===== config.mk =====
export PLATFORM = sky130hd
export DESIGN_NAME = pwm_multichannel_generator
export DESIGN_NICKNAME = d
export VERILOG_FILES = /design/src/rtl/pwm_pkg.sv /design/src/rtl/pwm_button_debounce.sv /design/src/rtl/pwm_multichannel_generator.sv
export SDC_FILE = /design/constraint.sdc
export NUM_CORES = 1
export LEC_CHECK = 0
export ABC_AREA = 1
export CAP_MARGIN = 20
export CORE_UTILIZATION = 60
export CTS_CLUSTER_DIAMETER = 50
export DETAILED_ROUTE_END_ITERATION = 12
export GPL_TIMING_DRIVEN = 0
export PLACE_DENSITY = 0.8
export REMOVE_ABC_BUFFERS = 1
export SLEW_MARGIN = 20
export SYNTH_ARGS = -nofsm -noshare
export SYNTH_HDL_FRONTEND = slang
export SYNTH_SLANG_ARGS = --single-unit
export TNS_END_PERCENT = 10

===== constraint.sdc =====
create_clock -name clk -period 2.35 [get_ports clk]
set_input_delay 0.47 -clock clk [delete_from_list [all_inputs] [get_ports clk]]
set_output_delay 0.47 -clock clk [all_outputs]
set_load 0.1 [all_outputs]

===== src/rtl/pwm_pkg.sv =====
// Shared constants and helpers for the multichannel PWM generator.
package pwm_pkg;

  localparam int unsigned DEF_PERIOD    = 10;
  localparam int unsigned DEF_STEP      = 1;
  localparam int unsigned DEF_INIT_DUTY = 5;
  localparam int unsigned DEB_DIV_FPGA  = 25000000;
  localparam int unsigned DEB_DIV_SIM   = 4;

  // Smallest width able to hold v distinct values (ceil(log2(v))).
  function automatic int unsigned pwm_clog2(input int unsigned v);
    int unsigned r;
    r = 0;
    for (int unsigned p = 1; p < v; p = p << 1) r++;
    return r;
  endfunction

  // Saturating duty step; inc and dec together cancel.
  function automatic int unsigned sat_step(input int unsigned duty,
                                           input int unsigned step,
                                           input int unsigned limit,
                                           input logic        inc,
                                           input logic        dec);
    if (inc && !dec) return (duty + step > limit) ? limit : duty + step;
    if (dec && !inc) return (duty < step) ? 0 : duty - step;
    return duty;
  endfunction

endpackage


===== src/rtl/pwm_button_debounce.sv =====
// Two-flop push-button sampler that yields one press pulse per press.
module pwm_button_debounce
  import pwm_pkg::*;
(
  input  logic clk,
  input  logic rst,
  input  logic tick,
  input  logic raw,
  output logic press_pulse
);

  logic q1, q2;

  always_ff @(posedge clk or posedge rst) begin
    if (rst) begin
      q1 <= 1'b0;
      q2 <= 1'b0;
    end else if (tick) begin
      q1 <= raw;
      q2 <= q1;
    end
  end

  assign press_pulse = q1 & ~q2 & tick;

endmodule


===== src/rtl/pwm_multichannel_generator.sv =====
// N-channel PWM with shared period counter and per-channel button-driven duty.
module pwm_multichannel_generator
  import pwm_pkg::*;
#(
  parameter  int unsigned NUM_CH    = 2,
  parameter  int unsigned PERIOD    = DEF_PERIOD,
  parameter  int unsigned STEP      = DEF_STEP,
  parameter  int unsigned INIT_DUTY = DEF_INIT_DUTY,
  parameter  int unsigned DEB_DIV   = DEB_DIV_FPGA,
  localparam int unsigned CW        = pwm_clog2(PERIOD + 1)
) (
  input  logic                 clk,
  input  logic                 rst,
  input  logic                 en,
  input  logic [NUM_CH-1:0]    increase_duty,
  input  logic [NUM_CH-1:0]    decrease_duty,
  output logic [NUM_CH-1:0]    pwm_out,
  output logic                 period_start,
  output logic [NUM_CH*CW-1:0] duty_level
);

  localparam int unsigned PW = pwm_clog2(DEB_DIV);

  logic [PW-1:0]     deb_cnt;
  logic              tick;
  logic [CW-1:0]     cnt;
  logic              last_cycle;
  logic [NUM_CH-1:0] inc_evt, dec_evt;
  logic [CW-1:0]     shadow [NUM_CH];
  logic [CW-1:0]     active [NUM_CH];

  assign tick       = (deb_cnt == PW'(DEB_DIV - 1));
  assign last_cycle = en && (cnt == CW'(PERIOD - 1));

  always_ff @(posedge clk or posedge rst) begin
    if (rst)       deb_cnt <= '0;
    else if (tick) deb_cnt <= '0;
    else           deb_cnt <= deb_cnt + 1'b1;
  end

  for (genvar g = 0; g < NUM_CH; g++) begin : g_btn
    pwm_button_debounce u_inc (
      .clk(clk), .rst(rst), .tick(tick),
      .raw(increase_duty[g]), .press_pulse(inc_evt[g])
    );
    pwm_button_debounce u_dec (
      .clk(clk), .rst(rst), .tick(tick),
      .raw(decrease_duty[g]), .press_pulse(dec_evt[g])
    );
  end

  always_ff @(posedge clk or posedge rst) begin
    if (rst)             cnt <= '0;
    else if (last_cycle) cnt <= '0;
    else if (en)         cnt <= cnt + 1'b1;
  end

  // Shadow tracks presses at any time; active only reloads at the period end.
  always_ff @(posedge clk or posedge rst) begin
    if (rst) begin
      for (int unsigned i = 0; i < NUM_CH; i++) begin
        shadow[i] <= CW'(INIT_DUTY);
        active[i] <= CW'(INIT_DUTY);
      end
    end else begin
      for (int unsigned i = 0; i < NUM_CH; i++) begin
        shadow[i] <= CW'(sat_step(32'(shadow[i]), STEP, PERIOD, inc_evt[i], dec_evt[i]));
        if (last_cycle) active[i] <= shadow[i];
      end
    end
  end

  always_ff @(posedge clk or posedge rst) begin
    if (rst) begin
      pwm_out      <= '0;
      period_start <= 1'b0;
    end else begin
      for (int unsigned i = 0; i < NUM_CH; i++)
        pwm_out[i] <= en && (cnt < active[i]);
      period_start <= en && (cnt == '0);
    end
  end

  always_comb begin
    duty_level = '0;
    for (int unsigned i = 0; i < NUM_CH; i++)
      duty_level[i*CW +: CW] = active[i];
  end

endmodule


# --- Yosys cells after proc, flatten, opt, wreduce, memory -nomap -nowiden ---
# Index checks and enable logic that the tools add are counted.
word_totals:
  ff_bits: 56
  inputBits: 7
  output_inout_bits: 11
  elab_cells: 79
op_classes:
  n_addsub: 6
  order_cmp: 6
  n_eq_ne: 2
  n_mux: 21
  bitwise: 12
  n_reduce_logical: 16
ops:
  columns: ["op", "count"]
  rows:
  - ["$mux W4", 14]
  - ["$add A25 B1 Y25 const B", 1]
  - ["$eq A25 B25 Y1 const B", 1]
  - ["$mux W25", 1]
  - ["$add A4 B1 Y5 const B", 2]
  - ["$gt A5 B4 Y1 const B", 2]
  - ["$and A1 B1 Y1", 8]
  - ["$logic_and A1 B1 Y1", 8]
  - ["$lt A4 B1 Y1 const B", 2]
  - ["$lt A4 B4 Y1", 2]
  - ["$sub A4 B1 Y4 const B", 2]
  - ["$mux W1", 6]
  - ["$reduce_bool A2 Y1", 3]
  - ["$add A4 B1 Y4 const B", 1]
  - ["$eq A4 B4 Y1 const B", 1]
  - ["$logic_not A1 Y1", 4]
  - ["$logic_not A4 Y1", 1]
  - ["$not A1 Y1", 4]

# --- Depth between registers and ports, before layout ---
# Gate-level depths: netlist (run 1).
logic_depth:
  ltp_word: 9
  mapped_depth: 14
  ltp_nobuf: 14

# --- Modules after synthesis ---
# From an unflattened synthesis (run 1), not the netlist that was laid out.
hier_totals:
  hier_cells: 456
  area_unflattened_um2: 3409.5
modules_own_cells:
  columns: ["module", "n_inst", "cells_each", "area_each_um2", "seq_area_each_um2"]
  rows:
  - ["pwm_multichannel_generator", 1, 412, 3064.2, 1211.2]
  - ["pwm_button_debounce", 4, 11, 86.3, 50.0]

# --- Worst setup path after synthesis (run 1) ---
# No wires, ideal clock.
synth_timing:
  path_kind: "reg2reg"
  from: "reg deb_cnt[0]"
  to: "reg shadow[5] (netlist name)"
  setup_ns: 0.077
  arrival_time_ns: 2.072
  required_ns: 2.273
  slack_ns: 0.201
  path_stages_with_launch: 15
  n_path_buf: 0
  synth_period_minus_slack_ns: 2.149
  path_cell_list: "dfrtp_1 ha_1 nand3_4 clkinv_2 nand3_2 nor3_4 nand2_4 clkinv_4 nand2_1 ha_1 inv_1 nand3_1 o21ai_0 inv_1 a21oi_1"
synth_via:
  elab_chain_len: 8
  elab_cells_between_ends: 15
  classes_between: "1 x eq/ne; 7 x mux; 2 x bitwise; 5 x reduce/logical"
synth_rtl:
  columns: ["element", "line", "text"]
  rows:
  - ["from (decl)", "pwm_multichannel_generator.sv:24", "logic [PW-1:0] deb_cnt;"]
  - ["from (signal assigned)", "pwm_multichannel_generator.sv:38", "else deb_cnt <= deb_cnt + 1'b1;"]
  - ["$eq A25 B25 Y1 (*)", "pwm_multichannel_generator.sv:32", "assign tick = (deb_cnt == PW'(DEB_DIV - 1));"]
  - ["$and A1 B1 Y1", "pwm_button_debounce.sv:24", "assign press_pulse = q1 & ~q2 & tick;"]
  - ["$logic_not A1 Y1", "pwm_pkg.sv:24", "if (inc && !dec) return (duty + step > limit) ? limit : duty + step;"]
  - ["$logic_and A1 B1 Y1", "pwm_pkg.sv:24", null]
  - ["$mux W4", "pwm_pkg.sv:24", null]
  - ["$mux W4", "pwm_pkg.sv:25", "if (dec && !inc) return (duty < step) ? 0 : duty - step;"]
  - ["$mux W4", "pwm_pkg.sv:26", "return duty;"]
  - ["$mux W4", "pwm_pkg.sv:25", null]
  - ["to (signal, indexed assignment)", "pwm_multichannel_generator.sv:62", "shadow[i] <= CW'(INIT_DUTY);"]
  - ["to (signal, indexed assignment)", "pwm_multichannel_generator.sv:67", "shadow[i] <= CW'(sat_step(32'(shadow[i]), STEP, PERIOD, inc_evt[i], dec_evt[i]));"]
  - ["to (decl)", "pwm_multichannel_generator.sv:29", "logic [CW-1:0] shadow [NUM_CH];"]
# Mark *: on every way between the ends. The rest lies on a longest branch, timed or not. The select of a mux whose other input is x is not followed.
# A chain may end at the register's enable or synchronous reset.

# --- Final worst setup path (run 1) ---
layout_timing:
  from: "reg active, in the netlist duty_level[1]"
  to: "out duty_level[1]"
layout_rtl:
  columns: ["element", "line", "text"]
  rows:
  - ["from (decl)", "pwm_multichannel_generator.sv:30", "logic [CW-1:0] active [NUM_CH];"]
  - ["from (signal, indexed assignment)", "pwm_multichannel_generator.sv:63", "active[i] <= CW'(INIT_DUTY);"]
  - ["from (signal, indexed assignment)", "pwm_multichannel_generator.sv:68", "if (last_cycle) active[i] <= shadow[i];"]
  - ["to (decl)", "pwm_multichannel_generator.sv:19", "output logic [NUM_CH*CW-1:0] duty_level"]
# No word-level cell between the ends.

==> flow_summary.ini, run 1 <==
[setup_path]
cp-start-kind = register
startpoint = duty_level[1]
cp_cell_sequence = clkdlybuf4s50_1
slowest_delay_ns = 1.13
cp_data_arrival_time_ns = 1.83
crit_buf_inv = 1
path_class = register to primary output
crit_path_end_kind = primary output
path_max_fanout = 2
slowest_stage = clkdlybuf4s50_1
crit_family = buffers and inverters
crit_required_ns = 1.88
rr_startpoint = deb_cnt[11]

[logic_synthesis]
ys_seq_area_share_pct = 41.2
synth_cells = 466
ys_warn_count = 0
synth_seq_cells = 56
avgSynthCellArea_sq_um = 7.35
synth.distinct_cells = 30
syn_area_sq_um = 3430

[clock_tree]
clk_pin_slew_worst_paths_ns = 0.10
numCtsBuffers = 5
cts.sinks = 56
clk_latency_ns = 0.31
cts_tree = built
cts.path.max_buffers = 2
cts_max_level = 2
cts_root_buf = clkbuf_8

[finish]
fillers = 457
area_growth_pct = 12.5
layout-drive-gt1-share_pct = 8.72
final_cell_area_sq_um = 3850
postLayoutCoreUtil_pct = 70.0
nets = 519
antennaDiodeCount = 0

[hold_path]
min_path_type = register to register
min_from = g_btn[0].u_dec.q1

[route]
firstDrtPassIters = 4
num_vias = 2943
final_antenna_net_count = 0
drtIter0Drc = 164
wl_per_cell_um = 12.7
routed_wl_mm = 7.17
drc = 0
viasPerCell = 5.21

[die]
core_sq_um = 5510
die_area_sq_um = 6020
floorplan.die.width_um = 77.6
io_pins = 18
die-height_um = 77.6
start_util_pct = 62.2
fp-row-count = 27

[pwr]
power_leakage_nw = 1.88
vdd.ir_drop.worst_v = 0.000699
p_per_area_nw_per_um2 = 718
finalPower_w = 0.00277

[sta]
fmaxAchievable_ghz = 0.435
hold_violations = 0
fin_worst_skew_ns = 0.0125
fin_setup_tns_ns = 0
rsz0062_at_grt = no
finalCriticalPeriod_ns = 2.30
worst_pin_slew_ns = 0.970
setup_viol = 0
relSlewSlack_pct = 35.2
fin_crit_sh_pct = 97.9
slew_viol_final = 0

[flow_run]
maxCapViolations = 0

[placement]
place_congestion = 0.899
place_hpwl_mm = 5.31
dpl_cell_area_sq_um = 3660
numPortBuffers = 17

[grt]
grt_max_degree = 57
grt_overflow_total = 0
track_usage_pct = 26.1
grt_pass1_wl_mm = 12.4
antenna_found_initial = 0
grt_pass1_vias = 2912

[status]
status = finished clean
==> logic make-up after synthesis <==
kind of cell | after synthesis | synth area share (%)
XOR/XNOR | 19 | 4.86
flip-flops | 56 | 41.2
AO/OA/AOI/OAI | 32 | 4.71
buffers and inverters | 73 | 8.58
adder cells (fa/ha/maj) | 20 | 7.30
AND/OR/NAND/NOR | 266 | 33.4
==> cell type report <==
type                            count  area, sq um  area share [%]
Multi-Input combinational cell    337         1770            46.0
Clock buffer                        7         86.3            2.24
Timing Repair Buffer               23          210            5.45
Tap cell                           72         90.1            2.34
Sequential cell                    56         1410            36.6
Clock inverter                      1         7.51           0.195
Inverter                           69          277            7.17
==> report_power, final <==
part,internal (W),switching (W),total (W),leakage [nW]
clock,0.000240,0.000314,0.000555,0.0445
sequential,0.00109,0.0000975,0.00118,0.705
combinational,0.000249,0.000778,0.00103,1.13
==> registers in the layout, summed over array words and instances, names as in the netlist <==
register,cells
cnt,4
deb_cnt,25
duty_level,8
g_btn.u_dec.q1,2
g_btn.u_dec.q2,2
g_btn.u_inc.q1,2
g_btn.u_inc.q2,2
period_start,1
pwm_out,2
shadow,8
==> path summary, 6_finish.rpt <==
path,slack [ns],depth (start not counted),to
worst min register to register,0.48,2,g_btn[0].u_dec.q1
min in group asynchronous,0.62,2,cnt[0]
worst max register to register,0.14,11,shadow[2]
worst min-delay path,0.48,2,g_btn[0].u_dec.q1
worst max-delay path,0.05,1,duty_level[1]
max in group asynchronous,1.25,2,deb_cnt[0]
==> repair_timing <==
| action | 4_1_cts | 5_1_grt |
|---|---|---|
| gates resized for setup | 12 | 9 |
| hold buffers | 0 | 0 |
| pin swaps | 2 | 3 |
| hold endpoints to repair | 0 | 0 |
| setup buffers | 1 | 5 |
| setup endpoints to repair | 17 | 8 |
==> per-layer routing <==
metal | global-route usage, % | share of wire (%) | up-vias
li1 | - | - | 1503
met1 | 29.9 | 43 | 1360
met2 | 47.0 | 52 | 61
met3 | 4.47 | 2.9 | 19
met4 | 12.1 | 2.6 | 0
met5 | 0 | 0 | -
==> cell usage in the layout (no fill, tap or decap), types with 3 or more instances in the layout <==
cell type and instances:
a21oi_1 11, buf_4 6, clkbuf_8 6, clkdlybuf4s50_1 13, dfrtp_1 47, dfstp_2 8
dlygate4sd2_1 4, ha_1 17, inv_1 65, nand2_1 129, nand3_1 32, nand4_1 13
nor2_1 75, nor2_4 3, o21ai_0 18, xnor2_1 6, xor2_1 13
==> synth_stat cells (all sizes together) <==
cell	count	share of area, %
nand4	13	2.4
nand3	35	5.6
xor2	13	3.3
nor3b	1	0.22
clkbuf	1	0.11
ha	20	7.3
buf	3	0.73
a31oi	1	0.18
xnor2	6	1.5
nor4	1	0.18
nor2	79	8.9
nand2	130	14
nand3b	1	0.22
or2	2	0.37
dfrtp	48	35
nor3	4	1.1
dfstp	8	6.1
clkinv	2	0.40
inv	67	7.3
a21oi	11	1.6
o21ai	20	2.9
==> per-stage QoR <==
step,worst slack [ns],hold slack [ns],instances
finish,0.0493,0.477,565
global route,0.00328,0.501,565
CTS,0.00717,0.483,560
detailed placement,-0.452,0.459,551
global placement,-0.460,0.459,551
floorplan,0.166,0.442,462
No activity file was read; power rests on OpenSTA's default activity.
==> run 2, diff against run 1 <==
Settings changed: CELL_PAD_IN_SITES_DETAIL_PLACEMENT set to 0, CELL_PAD_IN_SITES_GLOBAL_PLACEMENT set to 1, CORE_UTILIZATION 60 to 44, PLACE_DENSITY 0.8 to unset, PLACE_DENSITY_LB_ADDON set to 0.1.
==> run 2 against run 1 <==
Compared with the run above: register-to-register slack about the same; sequential share of layout area down 0.93 points; utilization down 16 points; worst hold slack better by 0.0079 ns; sequential power about the same; first-iteration DRC count down 45%; clock skew up 0.0010 ns.
==> flow_summary.ini, run 2 (synthesis results as in run 1) <==
[grt]
grt_pass1_wl_mm = 13.3
antenna_found_initial = 0
grt_overflow_total = 0
grt_max_degree = 57
grt_pass1_vias = 2919
track_usage_pct = 20.0

[setup_path]
reg2reg_slack_ns = 0.15
slowest_stage = clkdlybuf4s50_1
cp-start-kind = register
cp_data_arrival_time_ns = 1.82
path_class = register to primary output
crit_family = buffers and inverters
startpoint = duty_level[1]
crit_required_ns = 1.88
crit_buf_inv = 1
slowest_delay_ns = 1.14
cp_cell_sequence = clkdlybuf4s50_1
path_depth = 1
ff2ff_path_depth = 11
r2r_end = shadow[2]
crit_path_end_kind = primary output
path_max_fanout = 2
rr_startpoint = deb_cnt[7]

[route]
wl_per_cell_um = 12.5
viasPerCell = 4.91
drtIter0Drc = 90
drc = 0
num_vias = 2919
final_antenna_net_count = 0
firstDrtPassIters = 4
routed_wl_mm = 7.46

[finish]
area_growth_pct = 15.8
nets = 522
largest_register = deb_cnt
antennaDiodeCount = 0
layout-drive-gt1-share_pct = 10.9
fillers = 763
largest_register_ffs = 25
final_common_cell = nand2_1
final_cell_area_sq_um = 3970
finalNonFillerCells = 595
mostFrequentLayoutCells = nand2_1, nor2_1, inv_1

[pwr]
pwr-share-clk_pct = 23.0
combPwrFrac_pct = 35.6
power_leakage_nw = 1.93
p_per_area_nw_per_um2 = 722
vdd.ir_drop.worst_v = 0.000272
p_switching_w = 0.00121
seqPwrFrac_pct = 41.3
p_int_w = 0.00166
finalPower_w = 0.00287
sw_frac_of_total_pct = 42.2

[clock_tree]
postCtsHoldBufs = 0
numCtsBuffers = 5
cts_tree = built
clk_latency_ns = 0.32
cts_max_level = 2
clk_pin_slew_worst_paths_ns = 0.11
cts.path.max_buffers = 2
cts_root_buf = clkbuf_8
cts.sinks = 56

[placement]
placedCellCount = 578
place_congestion = 0.845
numPortBuffers = 17
place_hpwl_mm = 5.42
dpl_cell_area_sq_um = 3690

[hold_path]
whs_endpoint = g_btn[0].u_dec.q1
min_path_type = register to register
hold_depth = 2
min_from = g_btn[0].u_dec.q1

[die]
io_pins = 18
core_sq_um = 7410
start_util_pct = 46.3
die_area_sq_um = 8150
fp-row-count = 31
die-height_um = 90.3
floorplan.die.width_um = 90.3

[sta]
hold_violations = 0
timing.hold.ws_ns = 0.485
fin_crit_sh_pct = 97.6
worst_pin_slew_ns = 0.965
setup_viol = 0
fin_worst_skew_ns = 0.0136
relSlewSlack_pct = 35.4
finalCriticalPeriod_ns = 2.29
fmaxAchievable_ghz = 0.436
fin_setup_tns_ns = 0
slew_viol_final = 0

[status]
status = finished clean

[flow_run]
maxCapViolations = 0
## run 2: layer usage
metal / part of all wire, % / global-route usage, %
met1: 47 / 25.4
met3: 2.6 / 2.95
met2: 48 / 35.4
met4: 1.7 / 5.38
met5: 0 / 0
## run 2: power by group through the flow
stage	registers (W)	logic, W	clock network, W
3_3_place_gp	0.00120	0.00103	0
5_1_grt	0.00120	0.00110	0.000725
4_1_cts	0.00118	0.00103	0.000691
3_5_place_dp	0.00120	0.00105	0
2_1_floorplan	0.00172	0.000276	0
6_report	0.00118	0.00102	0.000660
## run 2: worst max-delay path by stage
| stage | slack (ns) | endpoint |
|---|---|---|
| detailed placement | -0.46 | duty_level[4] |
| floorplan | 0.17 | shadow[5] |
| global placement | -0.61 | g_btn[1].u_dec.q1 |
| global route | -0.02 | shadow[1] |
| finish | 0.06 | duty_level[1] |
| CTS | 0.02 | shadow[5] |
## run 2: tightest hold or removal path, cell delays in order, from the launching register on
cell     delay (ns)
dfrtp_1        0.36
nand2_1        0.05
nand2_1        0.05
## run 2: what timing repair did
| item | in CTS | in global routing |
|---|---|---|
| setup endpoints to repair | 17 | 7 |
| pin swaps | 2 | 5 |
| resized for setup | 17 | 15 |
| buffers inserted | 1 | 8 |
## run 2: through the flow
stage | utilization, % | setup slack [ns]
floorplan | - | 0.166
global placement | 49.8 | -0.615
detailed placement | 49.9 | -0.459
CTS | 52.1 | 0.0188
global route | 53.6 | -0.0170
finish | 53.6 | 0.0554
## run 2: layout make-up
cell class              instances  area (sq um)  area share [%]
inverters                      69           279            7.03
multi-input cells             337          1800            45.4
clock inverters                 3          46.3            1.17
repair buffers                 26           233            5.86
flip-flops and latches         56          1420            35.7
clock buffers                   5          68.8            1.73
well taps                      99           124            3.12
==> run 3, diff against run 2 <==
Settings changed: CORE_MARGIN set to 2, SETUP_SLACK_MARGIN set to 0.3.
==> run 3 against run 2 <==
Compared with the run above: critical endpoint is now duty_level[5]; first-iteration DRC count decreased by 16%; highest routed layer unchanged; global-route usage decreased by 0.35 points; sequential cell count unchanged; clock power decreased by 15%; worst hold slack got worse by 0.0029 ns; via count increased by 2.6%; register-to-register slack improved by 0.13 ns; cell count increased by 3.5%.
==> flow_summary.ini, run 3 (synthesis results as in run 1) <==
[die]
floorplan.die.width_um = 92.3
start_util_pct = 44.8
die_area_sq_um = 8510
fp-row-count = 32
die-height_um = 92.3
core_sq_um = 7650
io_pins = 18

[pwr]
p_switching_w = 0.00119
combPwrFrac_pct = 36.9
power_leakage_nw = 2.02
sw_frac_of_total_pct = 43.2
p_per_area_nw_per_um2 = 669
pwr-share-clk_pct = 20.3
vdd.ir_drop.worst_v = 0.000244
p_int_w = 0.00157
seqPwrFrac_pct = 42.8

[grt]
grt_pass1_wl_mm = 13.3
track_usage_pct = 19.6
grt_max_degree = 57
grt_pass1_vias = 2964
grt_overflow_total = 0
antenna_found_initial = 0

[setup_path]
crit_required_ns = 1.88
path_class = register to primary output
slowest_delay_ns = 1.13
cp-start-kind = register
cp_data_arrival_time_ns = 1.79
slowest_stage = clkdlybuf4s50_1
crit_path_end_kind = primary output
crit_buf_inv = 1
crit_family = buffers and inverters
cp_cell_sequence = clkdlybuf4s50_1
path_max_fanout = 2

[route]
routed_wl_mm = 7.70
viasPerCell = 4.86
firstDrtPassIters = 4
drc = 0
num_vias = 2994
final_antenna_net_count = 0
wl_per_cell_um = 12.5
drtIter0Drc = 76

[finish]
area_growth_pct = 20.6
final_common_cell = nand2_1
layout-drive-gt1-share_pct = 16.0
finalNonFillerCells = 616
final_cell_area_sq_um = 4130
largest_register_ffs = 25
nets = 540
postLayoutCoreUtil_pct = 54.0
antennaDiodeCount = 0
mostFrequentLayoutCells = nand2_1, nor2_1, inv_1
largest_register = deb_cnt

[clock_tree]
cts_tree = built
cts_root_buf = clkbuf_8
numCtsBuffers = 5
cts.sinks = 56
clk_pin_slew_worst_paths_ns = 0.10
clk_latency_ns = 0.31
cts_max_level = 2
cts.path.max_buffers = 2

[status]
status = finished clean

[sta]
fin_worst_skew_ns = 0.0108
rsz0062_at_grt = yes
finalCriticalPeriod_ns = 2.26
fmaxAchievable_ghz = 0.442
fin_setup_tns_ns = 0
setup_viol = 0
slew_viol_final = 0
hold_violations = 0
relSlewSlack_pct = 35.8
worst_pin_slew_ns = 0.959
fin_crit_sh_pct = 96.2

[placement]
place_hpwl_mm = 5.52
place_congestion = 0.830
placedCellCount = 581
numPortBuffers = 17
dpl_cell_area_sq_um = 3700

[hold_path]
min_path_type = register to register

[flow_run]
maxCapViolations = 0
==> run 3: stage by stage <==
step	hold WS (ns)	total power (W)	setup slack, ns
6_report	0.482	0.00276	0.0885
5_1_grt	0.502	0.00291	0.0434
4_1_cts	0.486	0.00280	0.0594
3_5_place_dp	0.463	0.00226	-0.486
3_3_place_gp	0.463	0.00224	-0.616
2_1_floorplan	0.442	0.00200	0.166
==> run 3: final cells by class <==
type | instances | area, sq um
fillers | 755 | 3510
multi-input cells | 337 | 1840
flip-flops and latches | 56 | 1420
repair buffers | 44 | 369
inverters | 69 | 279
well taps | 102 | 128
clock buffers | 7 | 86.3
clock inverters | 1 | 7.51
==> run 3: layer usage <==
metal	track usage (%)	vias up	wire length [um]
met5	0	-	0
met4	8.33	0	196
met3	3.12	16	162
met2	35.1	39	3900
met1	23.3	1393	3440
li1	-	1546	-
==> run 3: worst paths after layout <==
path,from,end,slack [ns],cells after the start
worst min register to register,g_btn[0].u_dec.q1,g_btn[0].u_dec.q1,0.48,2
min in group asynchronous,rst,cnt[3],0.62,2
worst max-delay path,duty_level[5],duty_level[5],0.09,1
worst max register to register,deb_cnt[1],shadow[5],0.28,14
max in group asynchronous,rst,deb_cnt[7],1.21,2
worst min-delay path,g_btn[0].u_dec.q1,g_btn[0].u_dec.q1,0.48,2
==> run 3: power groups by stage <==
stage | Sequential, W | Clock (W) | Combinational, W
after floorplan | 0.00172 | 0 | 0.000276
after global placement | 0.00120 | 0 | 0.00103
after detailed placement | 0.00120 | 0 | 0.00105
after CTS | 0.00119 | 0.000583 | 0.00103
after global routing | 0.00120 | 0.000608 | 0.00110
final | 0.00118 | 0.000562 | 0.00102
==> run 3: what timing repair did <==
item / CTS / global route
hold buffers: 0 / 0
setup buffers: 9 / 18
gates resized for setup: 24 / 25
pin swaps: 5 / 8
setup endpoints to repair: 31 / 25
cloned: 0 / 0
